===== src/rtl/lane_deskew_pkg.sv =====
// Shared types and K28.5 comma definitions for the lane deskew buffer.
package lane_deskew_pkg;

    localparam int unsigned SYM_W = 10;

    localparam logic [SYM_W-1:0] COM_RDN = 10'h0FA;
    localparam logic [SYM_W-1:0] COM_RDP = 10'h305;

    typedef enum logic [0:0] {HUNT, ALIGNED} deskew_state_t;

    function automatic logic is_com(input logic [SYM_W-1:0] sym);
        return (sym == COM_RDN) || (sym == COM_RDP);
    endfunction

endpackage


===== src/rtl/lane_deskew_fifo.sv =====
// Per-lane symbol FIFO with wrap-bit pointers, combinational head and synchronous flush.
module lane_deskew_fifo
    import lane_deskew_pkg::*;
#(
    parameter int unsigned DATA_WIDTH = SYM_W,
    parameter int unsigned DEPTH      = 16
) (
    input  logic                  clk,
    input  logic                  rst,
    input  logic                  push,
    input  logic                  pop,
    input  logic                  flush,
    input  logic [DATA_WIDTH-1:0] din,
    output logic [DATA_WIDTH-1:0] head,
    output logic                  full,
    output logic                  empty
);

    localparam int unsigned AW = $clog2(DEPTH);
    localparam int unsigned PW = AW + 1;

    logic [PW-1:0]         wr_ptr_q, wr_ptr_d;
    logic [PW-1:0]         rd_ptr_q, rd_ptr_d;
    logic [DATA_WIDTH-1:0] mem_q [DEPTH];
    logic                  do_push;

    always_comb begin
        empty    = (wr_ptr_q == rd_ptr_q);
        full     = (wr_ptr_q[AW] != rd_ptr_q[AW]) && (wr_ptr_q[AW-1:0] == rd_ptr_q[AW-1:0]);
        head     = mem_q[rd_ptr_q[AW-1:0]];
        do_push  = push && !full && !flush;
        wr_ptr_d = wr_ptr_q;
        rd_ptr_d = rd_ptr_q;
        if (flush) begin
            wr_ptr_d = '0;
            rd_ptr_d = '0;
        end else begin
            if (do_push) wr_ptr_d = wr_ptr_q + PW'(1);
            if (pop && !empty) rd_ptr_d = rd_ptr_q + PW'(1);
        end
    end

    always_ff @(posedge clk) begin
        if (rst) begin
            wr_ptr_q <= '0;
            rd_ptr_q <= '0;
        end else begin
            wr_ptr_q <= wr_ptr_d;
            rd_ptr_q <= rd_ptr_d;
        end
    end

    // Storage is not reset; the pointers define what is valid.
    always_ff @(posedge clk) begin
        if (do_push) mem_q[wr_ptr_q[AW-1:0]] <= din;
    end

endmodule


===== src/rtl/lane_deskew_buffer.sv =====
// Multi-lane deskew: hunts for a common K28.5 on every lane, then releases lanes in lock-step.
module lane_deskew_buffer
    import lane_deskew_pkg::*;
#(
    parameter  int unsigned NUM_LANES  = 4,
    parameter  int unsigned DATA_WIDTH = SYM_W,
    parameter  int unsigned DEPTH      = 16,
    parameter  int unsigned MAX_SKEW   = 8,
    localparam int unsigned SKEW_W     = $clog2(MAX_SKEW + 1)
) (
    input  logic                            clk,
    input  logic                            rst,
    input  logic                            in_valid,
    input  logic [NUM_LANES*DATA_WIDTH-1:0] data_in,
    output logic                            out_valid,
    output logic [NUM_LANES*DATA_WIDTH-1:0] data_out,
    output logic                            aligned,
    output logic [SKEW_W-1:0]               skew_cnt,
    output logic                            deskew_err,
    output logic                            align_lost,
    output logic                            overflow
);

    localparam int unsigned BUS_W = NUM_LANES * DATA_WIDTH;

    deskew_state_t state_q, state_d;
    logic [SKEW_W-1:0] cnt_q, cnt_d, skew_cnt_q, skew_cnt_d, skew_now;
    logic hunt_act_q, hunt_act_d;
    logic out_valid_q, out_valid_d;
    logic deskew_err_q, deskew_err_d;
    logic align_lost_q, align_lost_d;
    logic overflow_q, overflow_d;
    logic [BUS_W-1:0] data_out_q, data_out_d, heads;
    logic [NUM_LANES-1:0] lane_full, lane_empty, lane_com, lane_pop;
    logic lane_push, flush, pop_all;

    for (genvar i = 0; i < NUM_LANES; i++) begin : g_lane
        logic [DATA_WIDTH-1:0] head;

        lane_deskew_fifo #(
            .DATA_WIDTH (DATA_WIDTH),
            .DEPTH      (DEPTH)
        ) u_fifo (
            .clk   (clk),
            .rst   (rst),
            .push  (lane_push),
            .pop   (lane_pop[i]),
            .flush (flush),
            .din   (data_in[i*DATA_WIDTH +: DATA_WIDTH]),
            .head  (head),
            .full  (lane_full[i]),
            .empty (lane_empty[i])
        );

        assign heads[i*DATA_WIDTH +: DATA_WIDTH] = head;
        assign lane_com[i] = !lane_empty[i] && is_com(SYM_W'(head));
    end

    // Hunt/aligned control; overflow outranks deskew and alignment-loss handling.
    always_comb begin
        state_d      = state_q;
        cnt_d        = cnt_q;
        hunt_act_d   = hunt_act_q;
        skew_cnt_d   = skew_cnt_q;
        data_out_d   = data_out_q;
        out_valid_d  = 1'b0;
        deskew_err_d = 1'b0;
        align_lost_d = 1'b0;
        overflow_d   = 1'b0;
        lane_pop     = '0;
        flush        = 1'b0;
        pop_all      = 1'b0;
        lane_push    = in_valid && !(|lane_full);
        skew_now     = hunt_act_q ? cnt_q : '0;

        if (in_valid && (|lane_full)) begin
            flush      = 1'b1;
            overflow_d = 1'b1;
            state_d    = HUNT;
            hunt_act_d = 1'b0;
            cnt_d      = '0;
        end else if (state_q == HUNT) begin
            lane_pop = ~lane_empty & ~lane_com;
            if (|lane_com) begin
                if (&lane_com) begin
                    pop_all    = 1'b1;
                    state_d    = ALIGNED;
                    skew_cnt_d = skew_now;
                    hunt_act_d = 1'b0;
                    cnt_d      = '0;
                end else if (skew_now == SKEW_W'(MAX_SKEW)) begin
                    lane_pop     = '0;
                    flush        = 1'b1;
                    deskew_err_d = 1'b1;
                    hunt_act_d   = 1'b0;
                    cnt_d        = '0;
                end else begin
                    hunt_act_d = 1'b1;
                    cnt_d      = skew_now + SKEW_W'(1);
                end
            end
        end else if (!(|lane_empty)) begin
            if ((|lane_com) && !(&lane_com)) begin
                flush        = 1'b1;
                align_lost_d = 1'b1;
                state_d      = HUNT;
            end else begin
                pop_all = 1'b1;
            end
        end

        if (pop_all) begin
            lane_pop    = '1;
            out_valid_d = 1'b1;
            data_out_d  = heads;
        end
    end

    always_ff @(posedge clk) begin
        if (rst) begin
            state_q      <= HUNT;
            cnt_q        <= '0;
            hunt_act_q   <= 1'b0;
            skew_cnt_q   <= '0;
            data_out_q   <= '0;
            out_valid_q  <= 1'b0;
            deskew_err_q <= 1'b0;
            align_lost_q <= 1'b0;
            overflow_q   <= 1'b0;
        end else begin
            state_q      <= state_d;
            cnt_q        <= cnt_d;
            hunt_act_q   <= hunt_act_d;
            skew_cnt_q   <= skew_cnt_d;
            data_out_q   <= data_out_d;
            out_valid_q  <= out_valid_d;
            deskew_err_q <= deskew_err_d;
            align_lost_q <= align_lost_d;
            overflow_q   <= overflow_d;
        end
    end

    assign aligned    = (state_q == ALIGNED);
    assign out_valid  = out_valid_q;
    assign data_out   = data_out_q;
    assign skew_cnt   = skew_cnt_q;
    assign deskew_err = deskew_err_q;
    assign align_lost = align_lost_q;
    assign overflow   = overflow_q;

endmodule


===== config.mk =====
export PLATFORM = sky130hd
export DESIGN_NAME = lane_deskew_buffer
export DESIGN_NICKNAME = d
export VERILOG_FILES = /design/src/rtl/lane_deskew_pkg.sv /design/src/rtl/lane_deskew_fifo.sv /design/src/rtl/lane_deskew_buffer.sv
export SDC_FILE = /design/constraint.sdc
export NUM_CORES = 1
export LEC_CHECK = 0
export CAP_MARGIN = 10
export CORE_UTILIZATION = 50
export CTS_BUF_LIST = sky130_fd_sc_hd__clkbuf_8
export DETAILED_ROUTE_END_ITERATION = 6
export HOLD_SLACK_MARGIN = 0.05
export MAX_ROUTING_LAYER = met4
export PLACE_DENSITY = 0.67
export SLEW_MARGIN = 25
export SYNTH_ARGS = -nofsm -noshare
export SYNTH_HDL_FRONTEND = slang
export SYNTH_SLANG_ARGS = --single-unit

===== constraint.sdc =====
create_clock -name clk -period 5.4 [get_ports clk]
set_clock_uncertainty 0.2 [all_clocks]
set_input_delay 1.35 -clock clk [delete_from_list [all_inputs] [get_ports clk]]
set_output_delay 1.35 -clock clk [all_outputs]
set_load 0.02 [all_outputs]

==> results.md <==
- HP Start: data_out[31]
- Final setup TNS: 0 ns
- CTS buffer count: 115
- Max-cap violations: 0
- Hold depth: 2
- Setup bufs post-CTS: 0
- Root buffer cell: clkbuf_8
- Design Area, Final: about 0.035 sq mm
- Worst setup SP type: register
- Cell family with most CP delay: compound AO/OA/AOI/OAI gates
- DRT Pass-1 Iters: 5
- Post-cts gate resize count: 0
- Hold Path End: data_out[31]
- Antenna violations before repair: 1
- CTS tree: yes
- Post-route clock period utilization: about 94%
- Combinational fraction of design power: a little under a fifth
- CP max FO: 43
- Congestion Overflow GR: 0
- Drt wl/cell: approximately 24 microns
- Synth-to-Final Area Change: 13.78%
- Placed Area: 0.03261 sq mm
- Clock-pin slew on the worst setup and hold paths: 0.06 ns
- Power share of the sequential group: 48.1%
- I/O Pins: 92
- DRC: 0
- Routed wire length: 70060 microns
- Tot GR Track Use: around a quarter
- PD cells: 403.4 mW/mm^2
- Post-synthesis net count: 1866
- Worst Path Arrival: 5.20 ns
- R2R Path End: g_lane[0].u_fifo.mem_q[4][1]
- Vias in the first global route: 17070
- Synth warnings: 0
- Final antenna-violating net count: 0
- Crit Path Category: register to register
- Setup violations, final: 0
- Ys async rst share: 0%
- Std cell rows: 90
- Via count: 16880
- Largest net degree at the start of global routing: 62
- Crit-path cells: buf_4 -> mux4_2 -> mux2i_1 -> a31oi_1 -> nor4bb_1 -> o22a_1 -> o2111ai_1 -> a31oi_4 -> buf_12 -> and3_1
- Cts hold-fix bufs: 0
- DIE HEIGHT: 249.5 microns
- Avg Cell Area, Syn: 17.01 sq um
- Cells after synthesis: 1801
- Setup crit end kind: register
- R2r setup slk: 0.34 ns
- Cell variety after synth: 75
- Final slew viol count: 0
- Slew headroom: 37.62%
- Die area: 0.06225 sq mm
- R2R depth: 10
- H-Tree Level Count: 3
- Post-Syn Area: 0.03063 sq mm
- Worst slew pin tran: 0.9259 ns
- Hold crit path type: register to register
- Sw Pwr: 3869 uW
- Sw Ratio: 27.52%
- Synth Register Bits: 750
- Post-synth top flop: edfxtp_1
- Die width: 249.5 microns
- Max Fclk: 197.8 MHz
- Number of synthesized flops with an enable pin: 640
- CP max-delay cell: dfxtp_2
- Layout cells sized above 1: between 20% and 30%
- Max IR drop VDD: between 0.15 and 0.2 mV
- LEAKAGE: 0.01172 uW
- IO Port Bufs: just over 90
- RSZ-0062 raised after global routing: false
- CTS sink count: 750
- DR iter-0 viols: 1558
- Placed wire-length estimate: 46480 microns
- Max incr delay on CP: 0.83 ns
- Last weighted congestion value of the routability-driven placer: about 0.9
- Total Nets Final: 2055
- Max Root-Sink Buffers: 3
- First-pass GRT wire length: 106400 microns
- Clock power share: 32.9%
- Bufs and invs on worst path: 2
- Post-synthesis sequential area ratio: about 70%
- Core area: 0.06047 sq mm
- Vias per inst: 5.894
- Status: complete, no violations
- Skew-Pair Late Insertion Delay: between 0.7 and 0.8 ns
- Critical Path RT: roughly 5.6 ns
- Final Hold Viols: 0
- Int Pwr: 10190 uW
- Initial core utilization: 50.65%
- Minimum clock period after layout: a little over 5 ns
[power by group through the flow]
stage | clock (uW) | sequential (uW) | combinational, uW
after detailed placement | 0 | 6910 | 2650
final | 4620 | 6770 | 2670
after floorplan | 0 | 6590 | 2210
after CTS | 4700 | 6790 | 2670
after global routing | 4960 | 6820 | 2850
after global placement | 0 | 6910 | 2620
[layer usage]
layer	global-route usage [%]	vias up	wire (microns)
li1	-	7544	-
met1	31.94	8573	29710
met2	36.97	676	33880
met3	4.318	88	5210
met4	6.455	0	1258
met5	-	-	0
[cell families (layout without fill, tap and decap cells)]
logic type,after synthesis,in the layout,share of synthesized area (%)
xor gates and xnor gates,31,31,0.8864
and+or+nand+nor,393,393,6.895
adders and majority gates,22,22,0.8987
AOI/OAI and AO/OA,211,211,5.074
DFF,750,750,69.93
buffers and inverters,124,404,2.141
other,0,1,0
muxes,270,270,14.17
[cells in the mapped netlist, drive strengths merged (7+ instances only)]
cell / n / area, sq um
a21oi: 65 / 325.3
inv: 30 / 112.6
dfxtp: 110 / 2202
nand2: 39 / 146.4
clkbuf: 24 / 95.09
o22ai: 8 / 56.30
nand4: 12 / 75.07
ha: 22 / 275.3
mux2: 29 / 326.6
o21ai: 16 / 91.34
nand2b: 8 / 52.55
and2: 22 / 137.6
mux2i: 113 / 1131
nor4b: 7 / 73.82
nor2: 104 / 392.9
a221oi: 13 / 113.9
or2: 12 / 75.07
nand3: 40 / 200.2
mux4: 128 / 2883
nor2b: 33 / 206.5
a22oi: 33 / 247.7
a21o: 10 / 75.07
and3: 71 / 449.2
xnor2: 30 / 262.8
nand3b: 7 / 52.55
nor3: 17 / 85.08
buf: 65 / 429.2
edfxtp: 640 / 19220
[worst min-delay path, stage by stage (launching register included)]
cell and delay (ns):
dfxtp_1 0.31, nand2_1 0.05, a21oi_1 0.05
[cells in the final DEF (no fill, tap or decap), types with 39 or more instances in the layout]
cell type        count
a21oi_1             65
and3_1              70
clkbuf_8           118
clkdlybuf4s50_1     90
nor2_1             103
edfxtp_1           640
nand3_1             40
mux2i_1            113
dfxtp_1            101
nand2_1             39
inv_1               56
mux4_2             128
buf_4               66
[worst max path at each step]
stage               startpoint                            end  slack [ns]  cells past startpoint
CTS                   register   g_lane[0].u_fifo.mem_q[4][1]        0.34                     11
floorplan             register  g_lane[1].u_fifo.mem_q[11][0]        1.40                     14
global route          register  g_lane[0].u_fifo.mem_q[12][2]        0.09                     10
global placement      register   g_lane[0].u_fifo.mem_q[4][9]        0.43                     11
detailed placement    register   g_lane[0].u_fifo.mem_q[4][0]        0.39                     11
finish                register   g_lane[0].u_fifo.mem_q[4][1]        0.34                     10
[metrics by stage]
step	total power [uW]	worst slack, ns	hold slack [ns]	instances	utilization, %
finish	14060	0.3447	0.2596	2864	57.63
global route	14630	0.08730	0.2744	2864	57.63
CTS	14160	0.3436	0.2620	2863	57.63
detailed placement	9562	0.3864	0.2540	2655	53.92
global placement	9524	0.4326	0.2485	2655	53.92
floorplan	8800	1.399	0.2627	1801	-
[layout make-up]
type / instances / area, sq um
Multi-Input combinational cell: 927 / 8579
Inverter: 35 / 131.4
Fill cell: 4555 / 25620
Timing Repair Buffer: 161 / 1481
Clock inverter: 90 / 618.1
Sequential cell: 750 / 21430
Clock buffer: 118 / 1624
Antenna cell: 1 / 2.502
Tap cell: 782 / 978.4
[sequential cells by signal (all words and copies together), names as in the netlist, named ones only]
| name | cells |
|---|---|
| aligned | 1 |
| skew_cnt | 4 |
| g_lane.u_fifo.wr_ptr_q | 20 |
| cnt_q | 4 |
| align_lost | 1 |
| hunt_act_q | 1 |
| deskew_err | 1 |
| overflow | 1 |
| data_out | 40 |
| g_lane.u_fifo.mem_q | 640 |
| g_lane.u_fifo.rd_ptr_q | 20 |
| out_valid | 1 |
Note: power is estimated with default switching activity, not from simulation.
